<file path="src/rtl/decode_imm_stage_pkg.sv">
// ----------------------------------------------------------------------------
// decode_pkg
// Shared types and constants for the A64 decode/immediate-extension stage:
//   - fmt_e       : instruction format classification (3-bit code)
//   - ALU_*       : 4-bit ALU control codes
//   - OPC_*       : fixed opcode fields matched against the top instruction bits
//   - dec_entry_t : one decoded FIFO entry {imm, alu_op, fmt, illegal, inst}
// The entry stores the immediate at the widest legal datapath width; narrower
// builds zero-pad the upper bits and only the low DATA_W bits are ever read.
// ----------------------------------------------------------------------------
package decode_pkg;

    localparam int IMM_MAX_W = 64;

    typedef enum logic [2:0] {
        FMT_NONE = 3'd0,
        FMT_MOVZ = 3'd1,
        FMT_CBZ  = 3'd2,
        FMT_SUBI = 3'd3,
        FMT_CMP  = 3'd4,
        FMT_B    = 3'd5,
        FMT_LDST = 3'd6
    } fmt_e;

    localparam logic [3:0] ALU_ADD  = 4'b0000;
    localparam logic [3:0] ALU_MOVZ = 4'b0001;
    localparam logic [3:0] ALU_SUB  = 4'b0010;
    localparam logic [3:0] ALU_SUBS = 4'b0011;
    localparam logic [3:0] ALU_CBZ  = 4'b0111;
    localparam logic [3:0] ALU_BR   = 4'b1000;

    localparam logic [8:0]  OPC_MOVZ = 9'b110100101;     // inst[31:23]
    localparam logic [7:0]  OPC_CBZ  = 8'b10110100;      // inst[31:24]
    localparam logic [8:0]  OPC_SUBI = 9'b110100010;     // inst[31:23]
    localparam logic [7:0]  OPC_CMP  = 8'b11101011;      // inst[31:24]
    localparam logic [5:0]  OPC_B    = 6'b000101;        // inst[31:26]
    localparam logic [10:0] OPC_LDUR = 11'b11111000010;  // inst[31:21]
    localparam logic [10:0] OPC_STUR = 11'b11111000000;  // inst[31:21]

    typedef struct packed {
        logic [IMM_MAX_W-1:0] imm;
        logic [3:0]           alu_op;
        fmt_e                 fmt;
        logic                 illegal;
        logic [31:0]          inst;
    } dec_entry_t;

endpackage

</file>
<file path="src/rtl/decode_imm_stage_if.sv">
// ----------------------------------------------------------------------------
// decode_imm_stage_if
// Fetch-side input handshake plus decode-side output handshake of the stage.
//   in_valid/in_ready/in_inst           : instruction word from fetch
//   out_valid/out_ready                 : head-of-FIFO handshake to consumer
//   out_imm/out_alu_op/out_fmt/
//   out_illegal/out_inst                : decoded head entry
// Modports: slave = the decode stage, master = its environment.
// ----------------------------------------------------------------------------
interface decode_imm_stage_if #(
    parameter int DATA_W = 64
);
    import decode_pkg::*;

    logic              in_valid;
    logic              in_ready;
    logic [31:0]       in_inst;
    logic              out_valid;
    logic              out_ready;
    logic [DATA_W-1:0] out_imm;
    logic [3:0]        out_alu_op;
    fmt_e              out_fmt;
    logic              out_illegal;
    logic [31:0]       out_inst;

    modport slave (
        input  in_valid, in_inst, out_ready,
        output in_ready, out_valid, out_imm, out_alu_op, out_fmt, out_illegal, out_inst
    );

    modport master (
        output in_valid, in_inst, out_ready,
        input  in_ready, out_valid, out_imm, out_alu_op, out_fmt, out_illegal, out_inst
    );

endinterface

</file>
<file path="src/rtl/decode_imm_stage_imm_extract.sv">
// ----------------------------------------------------------------------------
// imm_extract
// Purely combinational A64 format classifier and immediate extender.
//   i_inst    : 32-bit instruction word
//   o_imm     : DATA_W-wide extended immediate (0 when illegal)
//   o_alu_op  : 4-bit ALU control code
//   o_fmt     : format classification
//   o_illegal : unrecognised encoding, or MOVZ half-word shift beyond DATA_W
// All shifts and sign extensions happen at DATA_W; bits above are discarded.
// A width-illegal MOVZ keeps its MOVZ format/op so the consumer can tell it
// apart from an unrecognised word.
// ----------------------------------------------------------------------------
module imm_extract
    import decode_pkg::*;
#(
    parameter int DATA_W = 64
) (
    input  logic [31:0]       i_inst,
    output logic [DATA_W-1:0] o_imm,
    output logic [3:0]        o_alu_op,
    output fmt_e              o_fmt,
    output logic              o_illegal
);

    always_comb begin
        // NOTE: every output gets a default before any branch; a path that
        // leaves one unassigned would infer a latch.
        o_imm     = '0;
        o_alu_op  = ALU_ADD;
        o_fmt     = FMT_NONE;
        o_illegal = 1'b0;

        if (i_inst[31:23] == OPC_MOVZ) begin
            o_fmt    = FMT_MOVZ;
            o_alu_op = ALU_MOVZ;
            // hw >= 2 would shift the half-word entirely out of a 32-bit datapath
            if (DATA_W == 32 && i_inst[22]) begin
                o_illegal = 1'b1;
            end else begin
                o_imm = DATA_W'(i_inst[20:5]) << {i_inst[22:21], 4'b0000};
            end
        end else if (i_inst[31:24] == OPC_CBZ) begin
            o_fmt    = FMT_CBZ;
            o_alu_op = ALU_CBZ;
            o_imm    = {{(DATA_W-19){i_inst[23]}}, i_inst[23:5]} << 2;
        end else if (i_inst[31:23] == OPC_SUBI) begin
            o_fmt    = FMT_SUBI;
            o_alu_op = ALU_SUB;
            o_imm    = DATA_W'(i_inst[21:10]) << (i_inst[22] ? 4'd12 : 4'd0);
        end else if (i_inst[31:24] == OPC_CMP) begin
            o_fmt    = FMT_CMP;
            o_alu_op = ALU_SUBS;
            o_imm    = DATA_W'(i_inst[15:10]);
        end else if (i_inst[31:26] == OPC_B) begin
            o_fmt    = FMT_B;
            o_alu_op = ALU_BR;
            o_imm    = {{(DATA_W-26){i_inst[25]}}, i_inst[25:0]} << 2;
        end else if (i_inst[31:21] == OPC_LDUR || i_inst[31:21] == OPC_STUR) begin
            o_fmt    = FMT_LDST;
            o_alu_op = ALU_ADD;
            o_imm    = {{(DATA_W-9){i_inst[20]}}, i_inst[20:12]};
        end else begin
            o_illegal = 1'b1;
        end
    end

endmodule

</file>
<file path="src/rtl/decode_imm_stage.sv">
// ----------------------------------------------------------------------------
// decode_imm_stage
// Registered A64 decode/immediate-extension stage. Words accepted on the input
// handshake are decoded by imm_extract and written into a DEPTH-entry circular
// FIFO; the head entry drives the outputs (all zero while empty).
//   clk, rst_n     : clock, asynchronous active-low reset
//   flush          : synchronous flush; empties the FIFO, drops the input word
//   bus (slave)    : in_valid/in_ready/in_inst, out_valid/out_ready + fields
//   stat_decoded   : accepted-word counter (0 unless DECODE_STATS_EN)
//   stat_illegal   : accepted-illegal-word counter (0 unless DECODE_STATS_EN)
// Optional feature macro: DECODE_STATS_EN builds the two 32-bit wrapping
// counters; flush does not clear them.
// ----------------------------------------------------------------------------
module decode_imm_stage
    import decode_pkg::*;
#(
    parameter int DATA_W = 64,
    parameter int DEPTH  = 2
) (
    input  logic              clk,
    input  logic              rst_n,
    input  logic              flush,
    decode_imm_stage_if.slave bus,
    output logic [31:0]       stat_decoded,
    output logic [31:0]       stat_illegal
);

    localparam int              PTR_W    = $clog2(DEPTH);
    localparam logic [PTR_W:0]  CNT_FULL = (PTR_W+1)'(DEPTH);

    logic [DATA_W-1:0] w_imm;
    logic [3:0]        w_alu_op;
    fmt_e              w_fmt;
    logic              w_illegal;
    dec_entry_t        w_entry;
    dec_entry_t        w_head;
    logic              w_out_valid;
    logic              w_push;
    logic              w_pop;

    dec_entry_t        r_mem [DEPTH];
    logic [PTR_W-1:0]  r_wr_ptr;
    logic [PTR_W-1:0]  r_rd_ptr;
    logic [PTR_W:0]    r_count;

    imm_extract #(.DATA_W(DATA_W)) u_imm_extract (
        .i_inst    (bus.in_inst),
        .o_imm     (w_imm),
        .o_alu_op  (w_alu_op),
        .o_fmt     (w_fmt),
        .o_illegal (w_illegal)
    );

    assign w_entry = '{imm: IMM_MAX_W'(w_imm), alu_op: w_alu_op, fmt: w_fmt,
                       illegal: w_illegal, inst: bus.in_inst};

    // A pop frees a slot in the same cycle, so a full FIFO still accepts.
    assign w_out_valid  = (r_count != '0);
    assign w_pop        = w_out_valid && bus.out_ready;
    assign bus.in_ready = (r_count < CNT_FULL) || w_pop;
    assign w_push       = bus.in_valid && bus.in_ready && !flush;

    always_ff @(posedge clk or negedge rst_n) begin
        if (!rst_n) begin
            // NOTE: state uses non-blocking assignments so every flop samples
            // pre-edge values regardless of statement order.
            r_wr_ptr <= '0;
            r_rd_ptr <= '0;
            r_count  <= '0;
        end else if (flush) begin
            r_wr_ptr <= '0;
            r_rd_ptr <= '0;
            r_count  <= '0;
        end else begin
            if (w_push) r_wr_ptr <= r_wr_ptr + 1'b1;
            if (w_pop)  r_rd_ptr <= r_rd_ptr + 1'b1;
            case ({w_push, w_pop})
                2'b10:   r_count <= r_count + 1'b1;
                2'b01:   r_count <= r_count - 1'b1;
                default: r_count <= r_count;
            endcase
        end
    end

    // NOTE: the entry storage is not reset; r_count gates every read, so stale
    // contents are never visible and the array stays plain RAM/flops.
    always_ff @(posedge clk) begin
        if (w_push) r_mem[r_wr_ptr] <= w_entry;
    end

    assign w_head          = r_mem[r_rd_ptr];
    assign bus.out_valid   = w_out_valid;
    assign bus.out_imm     = w_out_valid ? w_head.imm[DATA_W-1:0] : '0;
    assign bus.out_alu_op  = w_out_valid ? w_head.alu_op : ALU_ADD;
    assign bus.out_fmt     = w_out_valid ? w_head.fmt : FMT_NONE;
    assign bus.out_illegal = w_out_valid ? w_head.illegal : 1'b0;
    assign bus.out_inst    = w_out_valid ? w_head.inst : 32'd0;

`ifdef DECODE_STATS_EN
    logic [31:0] r_stat_decoded;
    logic [31:0] r_stat_illegal;

    always_ff @(posedge clk or negedge rst_n) begin
        if (!rst_n) begin
            r_stat_decoded <= '0;
            r_stat_illegal <= '0;
        end else if (w_push) begin
            r_stat_decoded <= r_stat_decoded + 32'd1;
            if (w_entry.illegal) r_stat_illegal <= r_stat_illegal + 32'd1;
        end
    end

    assign stat_decoded = r_stat_decoded;
    assign stat_illegal = r_stat_illegal;
`else
    assign stat_decoded = '0;
    assign stat_illegal = '0;
`endif

endmodule

</file>
<file path="src/flat_wrapper.sv">
// flat-port wrapper written by rule: the top's interface ports become plain ports
module decode_imm_stage_flat import decode_pkg::*;
#(
    parameter int DATA_W = 64,
    parameter int DEPTH  = 2
)
  (clk, rst_n, flush, stat_decoded, stat_illegal, bus_in_valid, bus_in_inst, bus_out_ready, bus_in_ready, bus_out_valid, bus_out_imm, bus_out_alu_op, bus_out_fmt, bus_out_illegal, bus_out_inst);
  decode_imm_stage_if #(.DATA_W(DATA_W)) bus_i ();
  input  logic clk;
  input  logic rst_n;
  input  logic flush;
  output logic [31:0] stat_decoded;
  output logic [31:0] stat_illegal;
  input wire logic [$bits(bus_i.in_valid)-1:0] bus_in_valid;
  input wire logic [$bits(bus_i.in_inst)-1:0] bus_in_inst;
  input wire logic [$bits(bus_i.out_ready)-1:0] bus_out_ready;
  output wire logic [$bits(bus_i.in_ready)-1:0] bus_in_ready;
  output wire logic [$bits(bus_i.out_valid)-1:0] bus_out_valid;
  output wire logic [$bits(bus_i.out_imm)-1:0] bus_out_imm;
  output wire logic [$bits(bus_i.out_alu_op)-1:0] bus_out_alu_op;
  output wire logic [$bits(bus_i.out_fmt)-1:0] bus_out_fmt;
  output wire logic [$bits(bus_i.out_illegal)-1:0] bus_out_illegal;
  output wire logic [$bits(bus_i.out_inst)-1:0] bus_out_inst;
  assign bus_i.in_valid = bus_in_valid;
  assign bus_i.in_inst = bus_in_inst;
  assign bus_i.out_ready = bus_out_ready;
  assign bus_in_ready = bus_i.in_ready;
  assign bus_out_valid = bus_i.out_valid;
  assign bus_out_imm = bus_i.out_imm;
  assign bus_out_alu_op = bus_i.out_alu_op;
  assign bus_out_fmt = bus_i.out_fmt;
  assign bus_out_illegal = bus_i.out_illegal;
  assign bus_out_inst = bus_i.out_inst;
  decode_imm_stage #(.DATA_W(DATA_W), .DEPTH(DEPTH)) u_core (.clk(clk), .rst_n(rst_n), .flush(flush), .bus(bus_i), .stat_decoded(stat_decoded), .stat_illegal(stat_illegal));
endmodule
</file>
<file path="config.mk">
export PLATFORM = sky130hd
export DESIGN_NAME = decode_imm_stage_flat
export DESIGN_NICKNAME = d
export VERILOG_FILES = /design/src/rtl/decode_imm_stage_pkg.sv /design/src/rtl/decode_imm_stage_if.sv /design/src/rtl/decode_imm_stage_imm_extract.sv /design/src/rtl/decode_imm_stage.sv /design/src/flat_wrapper.sv
export SDC_FILE = /design/constraint.sdc
export NUM_CORES = 1
export LEC_CHECK = 0
export ABC_AREA = 0
export ABC_CLOCK_PERIOD_IN_PS = 10200
export CAP_MARGIN = 30
export CORE_MARGIN = 2
export CORE_UTILIZATION = 28
export DETAILED_ROUTE_END_ITERATION = 8
export SLEW_MARGIN = 20
export SYNTH_ARGS = -nofsm -noshare
export SYNTH_HDL_FRONTEND = slang
export SYNTH_HIERARCHICAL = 1
export SYNTH_SLANG_ARGS = --single-unit
</file>
<file path="constraint.sdc">
create_clock -name clk -period 10.2 [get_ports clk]
set_input_delay 2.04 -clock clk [delete_from_list [all_inputs] [get_ports clk]]
set_output_delay 2.04 -clock clk [all_outputs]
set_load 0.05 [all_outputs]
</file>
== Word level (Yosys, flattened, before mapping) ==
Memory sizes are Yosys's and may differ from the RTL's.
Index checks and enable logic that the tools add are counted.

* Bits of input ports: 37
* Output and inout bits: 170
* RAM bits: 208
* Logic and storage cells: 67
* Memories: 1
* Flip-flop bits (word level): 4

{| class="wikitable"
|+ Memory list
! memory !! depth !! bits a word !! rd ports !! clocked after Yosys merged registers in !! write ports !! RTL line !! source
|-
| u_core.r_mem || 2 || 104 || 1 || 0 || 1 || decode_imm_stage.sv:41 || <nowiki>dec_entry_t r_mem [DEPTH];</nowiki>
|}

* Reduce and logical (&&, ||, !) cells: 10
* Magnitude comparators: 1
* Add/sub/neg operators: 4
* Multiplexer cells: 37
* Eq/ne operators: 9
* Shifts and indexed selects: 2

{| class="wikitable"
|+ Operators by type and width
! operator !! number
|-
| $mux 64 || 7
|-
| $shl 12x4->64 || 1
|-
| $shl 16x6->64 || 1
|-
| $mux 32 || 1
|-
| $mux 4 || 7
|-
| $eq 11x11->1 const B || 2
|-
| $mux 3 || 7
|-
| $eq 9x9->1 const B || 2
|-
| $eq 8x8->1 const B || 2
|-
| $mux 1 || 13
|-
| $eq 6x3->1 const B || 1
|-
| $reduce_bool 2->1 || 3
|-
| $pmux 2 s2 || 1
|-
| $logic_and 1x1->1 || 3
|-
| $reduce_bool 3->1 || 1
|-
| $add 1x1->1 const B || 2
|-
| $add 2x1->2 const B || 1
|-
| $eq 2x1->1 const B || 1
|-
| $eq 2x2->1 const B || 1
|-
| $logic_or 1x1->1 || 2
|-
| $lt 2x2->1 const B || 1
|-
| $mux 2 || 1
|-
| $sub 2x1->2 const B || 1
|-
| $logic_not 1->1 || 1
|}

== Logic depth before layout (Yosys ltp) ==
* Depth in word-level cells: 8
* Mapped depth: 8
* Depth with buffers taken out: 6

== Modules after synthesis ==
Netlist, hierarchy kept.

{| class="wikitable"
|+ By module, submodules not included
! module !! area an instance (um2) !! seq. area each (um2) !! cells each !! instances
|-
| decode_imm_stage || 8518.2 || 6346.1 || 531 || 1
|-
| imm_extract || 1488.9 || 0.0 || 226 || 1
|}

== Least setup slack after synthesis ==
No wires, ideal clock.

* Path type: input -> register
* Start point: input bus_out_ready
* End point: memory u_core/r_mem[1][0] (netlist name), enable pin
* Path buffers: 0
* Slack: -0.645 ns
* Required time: 9.485 ns
* Setup time: 0.715 ns
* Arrival time: 10.130 ns
* Cell stages on the path: 4
* Cell sequence: nor2b_1 > inv_1 > nand2_1 > nor3b_1

* Word-level cells in the longest chain between the ends: 6

{| class="wikitable"
|+ RTL lines
! item !! RTL line !! source
|-
| start, declared || flat_wrapper.sv:16 || <nowiki>input wire logic [$bits(bus_i.out_ready)-1:0] bus_out_ready;</nowiki>
|-
| $logic_and 1x1->1 || decode_imm_stage.sv:59 || <nowiki>assign w_pop = w_out_valid && bus.out_ready;</nowiki>
|-
| $logic_or 1x1->1 || decode_imm_stage.sv:60 || <nowiki>assign bus.in_ready = (r_count < CNT_FULL) || w_pop;</nowiki>
|-
| net bus_in_ready || flat_wrapper.sv:17 || <nowiki>output wire logic [$bits(bus_i.in_ready)-1:0] bus_in_ready;</nowiki>
|-
| $logic_and 1x1->1 (2 in a row) || decode_imm_stage.sv:61 || <nowiki>assign w_push = bus.in_valid && bus.in_ready && !flush;</nowiki>
|-
| $mux 1 || decode_imm_stage.sv:88 || <nowiki>if (w_push) r_mem[r_wr_ptr] <= w_entry;</nowiki>
|-
| $mux 1 (not written as such) || decode_imm_stage.sv:88 ||
|-
| end, declared || decode_imm_stage.sv:41 ||
|}

The timed path passes the listed nets, and every way through them passes these cells.

== Final worst setup path ==
* Start point: input bus_out_ready
* End point: output bus_in_ready

* Word-level cells in the longest chain between the ends: 2

{| class="wikitable"
|+ RTL lines
! item !! RTL line
|-
| $logic_and 1x1->1 || decode_imm_stage.sv:59
|-
| $logic_or 1x1->1 || decode_imm_stage.sv:60
|-
| end, declared || flat_wrapper.sv:17
|}

No other way between the ends.

==> summary.txt <==
Synth
  – Most frequent cell after synthesis: edfxtp_1
  – Average cell area after synthesis: between 10 and 15 sq um
  – Synth Cell Area: around 10000 sq um
  – Yosys reg bits: around 210
  – XOR/XNOR Fraction of Synth Area: 0.0008752
  – Main synth FF type: edfxtp_1
  – Cells after Synth: between 700 and 800
  – Synth area leader: edfxtp_1
  – Synth top area cells: edfxtp_1 62%, mux2i_1 10%, buf_4 5.6%
  – Unique masters post-synth: 50
  – Synth Warn #: 6
  – Area share of the largest cell type after synthesis: 0.6242
  – Synthesized-area fraction occupied by adder cells: 0
  – EDFF count, synth: 208
  – Asr flop ratio synth: 0.01887
  – Synth cell count leaders: 208 x edfxtp_1, 118 x nor2_1, 104 x mux2i_1, 74 x buf_4, 44 x a21o_1
  – Multiplexer share of the synthesized area: 0.1063
  – Seq/Total Area, Yosys: 0.6342
  – Largest family of logic cells by synthesized area: multiplexers
  – Synth Area in Simple Gates: 0.08765
  – Synth Area in Compound Gates: 0.08915

Place
  – DP Area: 11600 sq um
  – Final HPWL DP: about 17 mm
  – DP Cell Count: between 1000 and 1500
  – Routability cong.: about 0.86
  – IO Port Bufs: about 140

Floorplan
  – Die boundary width: approximately 190 um
  – Die area: between 30000 and 40000 sq um
  – IO Pins: 207
  – Cell Rows: 69
  – Die Y: just under 200 um
  – Core area: ~35000 sq um
  – Initial Utilization: 0.2827

Worst setup path
  – Most Frequent Cell on Critical Path: clkdlybuf4s50_1
  – WP depth: 4
  – Setup crit end kind: output pin
  – Slowest stage delay, CP: 800 ps
  – CP max FO: 7
  – R2R Setup Slk: just over 7000 ps
  – Critical path arrival: between 3000 and 4000 ps
  – R2R cell count: 6
  – WP buf/inv: 3
  – CP Launch Type: primary input
  – FF-to-FF Start: u_core/r_count[1]
  – CP top delay family: buffers and inverters
  – Worst Setup Path Type: primary input to output pin
  – Critical R2R Capture: u_core/r_mem[1][44]
  – Crit-path slowest cell: clkdlybuf4s50_1
  – Data required time of the worst path: 8160 ps
  – Crit-path cells: clkdlybuf4s50_1 > nor2b_1 > inv_1 > clkdlybuf4s50_1

Global route
  – Antenna violations before repair: 0
  – Vias in the first global route: about 6000
  – Tot GR Track Use: 0.1369
  – Global route overflow: 0
  – First-pass GRT wire length: approximately 38 mm
  – Largest net degree at the start of global routing: 62

Route
  – Via/cell ratio: roughly 4.6
  – Routed len/inst: a little under 20 um
  – DRC Markers: 0
  – DR vias: about 6300
  – Total Routed Length: between 20 and 30 mm
  – Initial DRT Pass Iterations: 6
  – ANT nets after route: 0
  – 1st-iter DRT viols: a little under 500

Clock network
  – Clk_lat worst skew: between 500 and 600 ps
  – Clock Path Buffers: 3
  – Post-CTS Setup Inserts: 0
  – Post-CTS Resized: 0
  – Root Driver: clkbuf_16
  – CTS tree: built
  – Clk sinks: roughly 210
  – CTS Hold Bufs: 0
  – H-Tree Depth: 1
  – Clk pin slew, worst setup/hold paths: about 60 ps
  – Number of CTS-inserted buffers: 25

Finish
  – Diodes inserted: 0
  – Final layout net count: 921
  – Layout cells sized above 1: 0.07222
  – Multi-input gate area: between 3000 and 4000 sq um
  – Final cell count without fillers: 1361
  – Layout Utilization: 0.3521
  – Reg area: around 6300 sq um
  – Post-route cell area: approximately 12000 sq um
  – Area Growth Syn to Fin: 24.56%
  – Fill cells: approximately 3500

Timing
  – Final slew viol count: 0
  – Slew @ Worst Pin: just over 800 ps
  – Slew HR: 0.4502
  – Clock Skew: about 9.6 ps
  – Final Cycle Share: 0.5529
  – Final setup violation count: 0
  – Max Fclk: ~180 MHz
  – Period minus WS final: roughly 5600 ps
  – Fin. Hold Viols: 0
  – RSZ-0062 raised after global routing: false
  – Post-route setup TNS: 0 ps

Run
  – Max-cap viol count: 0

Min path
  – Hold depth: 2
  – HP Class: flop to flop
  – Hold Path End: u_core/r_count[1]
  – Min-Delay Startpoint: u_core/r_count[0]

Pwr
  – Power Density: roughly 180 nW/um^2
  – Final Power: between 0.002 and 0.0025 W
  – Leakage power: between 4 and 5 nW
  – Max IR drop VDD: 0.0001007 V

Status
  – Status: finished, final reports clean
final cells by class:
type,count,area share
sequential,212,0.5094
multi-input combinational,478,0.2494
clock inverter,15,0.01405
clock buffer,28,0.05109
timing repair buffer,155,0.1261
tap,461,0.04628
inverter,12,0.003614
metrics by stage:
step | worst slack [ps] | hold slack [ps]
final | 4561 | 658.3
after global routing | 4512 | 697.9
after CTS | 4328 | 659.5
after detailed placement | 4557 | 649.9
after global placement | 4593 | 621.7
after floorplan | 3011 | 542.4
worst max path at each step:
stage               slack (ps)                  to       startpoint
global placement          4590        bus_in_ready    bus_out_ready
global route              4510        bus_in_ready    bus_out_ready
CTS                       4330      bus_out_imm[3]  u_core/r_rd_ptr
finish                    4560        bus_in_ready    bus_out_ready
floorplan                 3010  u_core/r_mem[1][0]    bus_out_ready
detailed placement        4560        bus_in_ready    bus_out_ready
state kept, by name, indices dropped and copies added, names as in the netlist:
register	flops
u_core/r_count	2
u_core/r_wr_ptr	1
u_core/r_mem	208
u_core/r_rd_ptr	1
report_power, final:
| part | internal [W] | leakage [nW] | switching [W] |
|---|---|---|---|
| Sequential | 0.000977 | 2.15 | 0.00000875 |
| Combinational | 0.000101 | 2.11 | 0.000265 |
| Clock | 0.000545 | 0.386 | 0.000333 |
| Total | 0.00162 | 4.64 | 0.000607 |
layout by cell type (no fill, tap or decap), types with 3 or more instances in the layout:
cell type / count
o21ai_1: 10
clkinvlp_4: 3
nand2_1: 30
a221oi_1: 9
nand3_1: 4
clkinv_1: 8
o21ai_0: 21
nor3_4: 5
nor2_1: 118
buf_4: 9
bufinv_16: 4
a222oi_1: 3
a21oi_1: 6
o31ai_1: 3
inv_1: 10
a21o_1: 44
edfxtp_1: 208
dfrtp_1: 3
mux2i_1: 104
conb_1: 64
a221o_1: 11
clkbuf_1: 3
clkbuf_16: 25
a22oi_1: 4
a211oi_1: 6
clkdlybuf4s50_1: 142
worst min-delay path, stage by stage (launching register included):
cell     delay [ps]
dfrtp_1         450
o21ai_0         100
a21oi_1          70
per-layer routing:
metal / vias up / track usage / wire, um
met5: - / 0 / 0
met4: 0 / 0.03205 / 472
met3: 33 / 0.02353 / 1736
met2: 235 / 0.2209 / 12520
met1: 3114 / 0.1923 / 11570
li1: 2913 / - / -
logic make-up after synthesis:
group                     count (synthesis)
other                                     1
buffers and inverters                   130
AOI/OAI and AO/OA                       123
DFF                                     212
muxes                                   105
xor gates and xnor gates                  1
and+or+nand+nor                         185
Power figures use the tool's default switching activity.
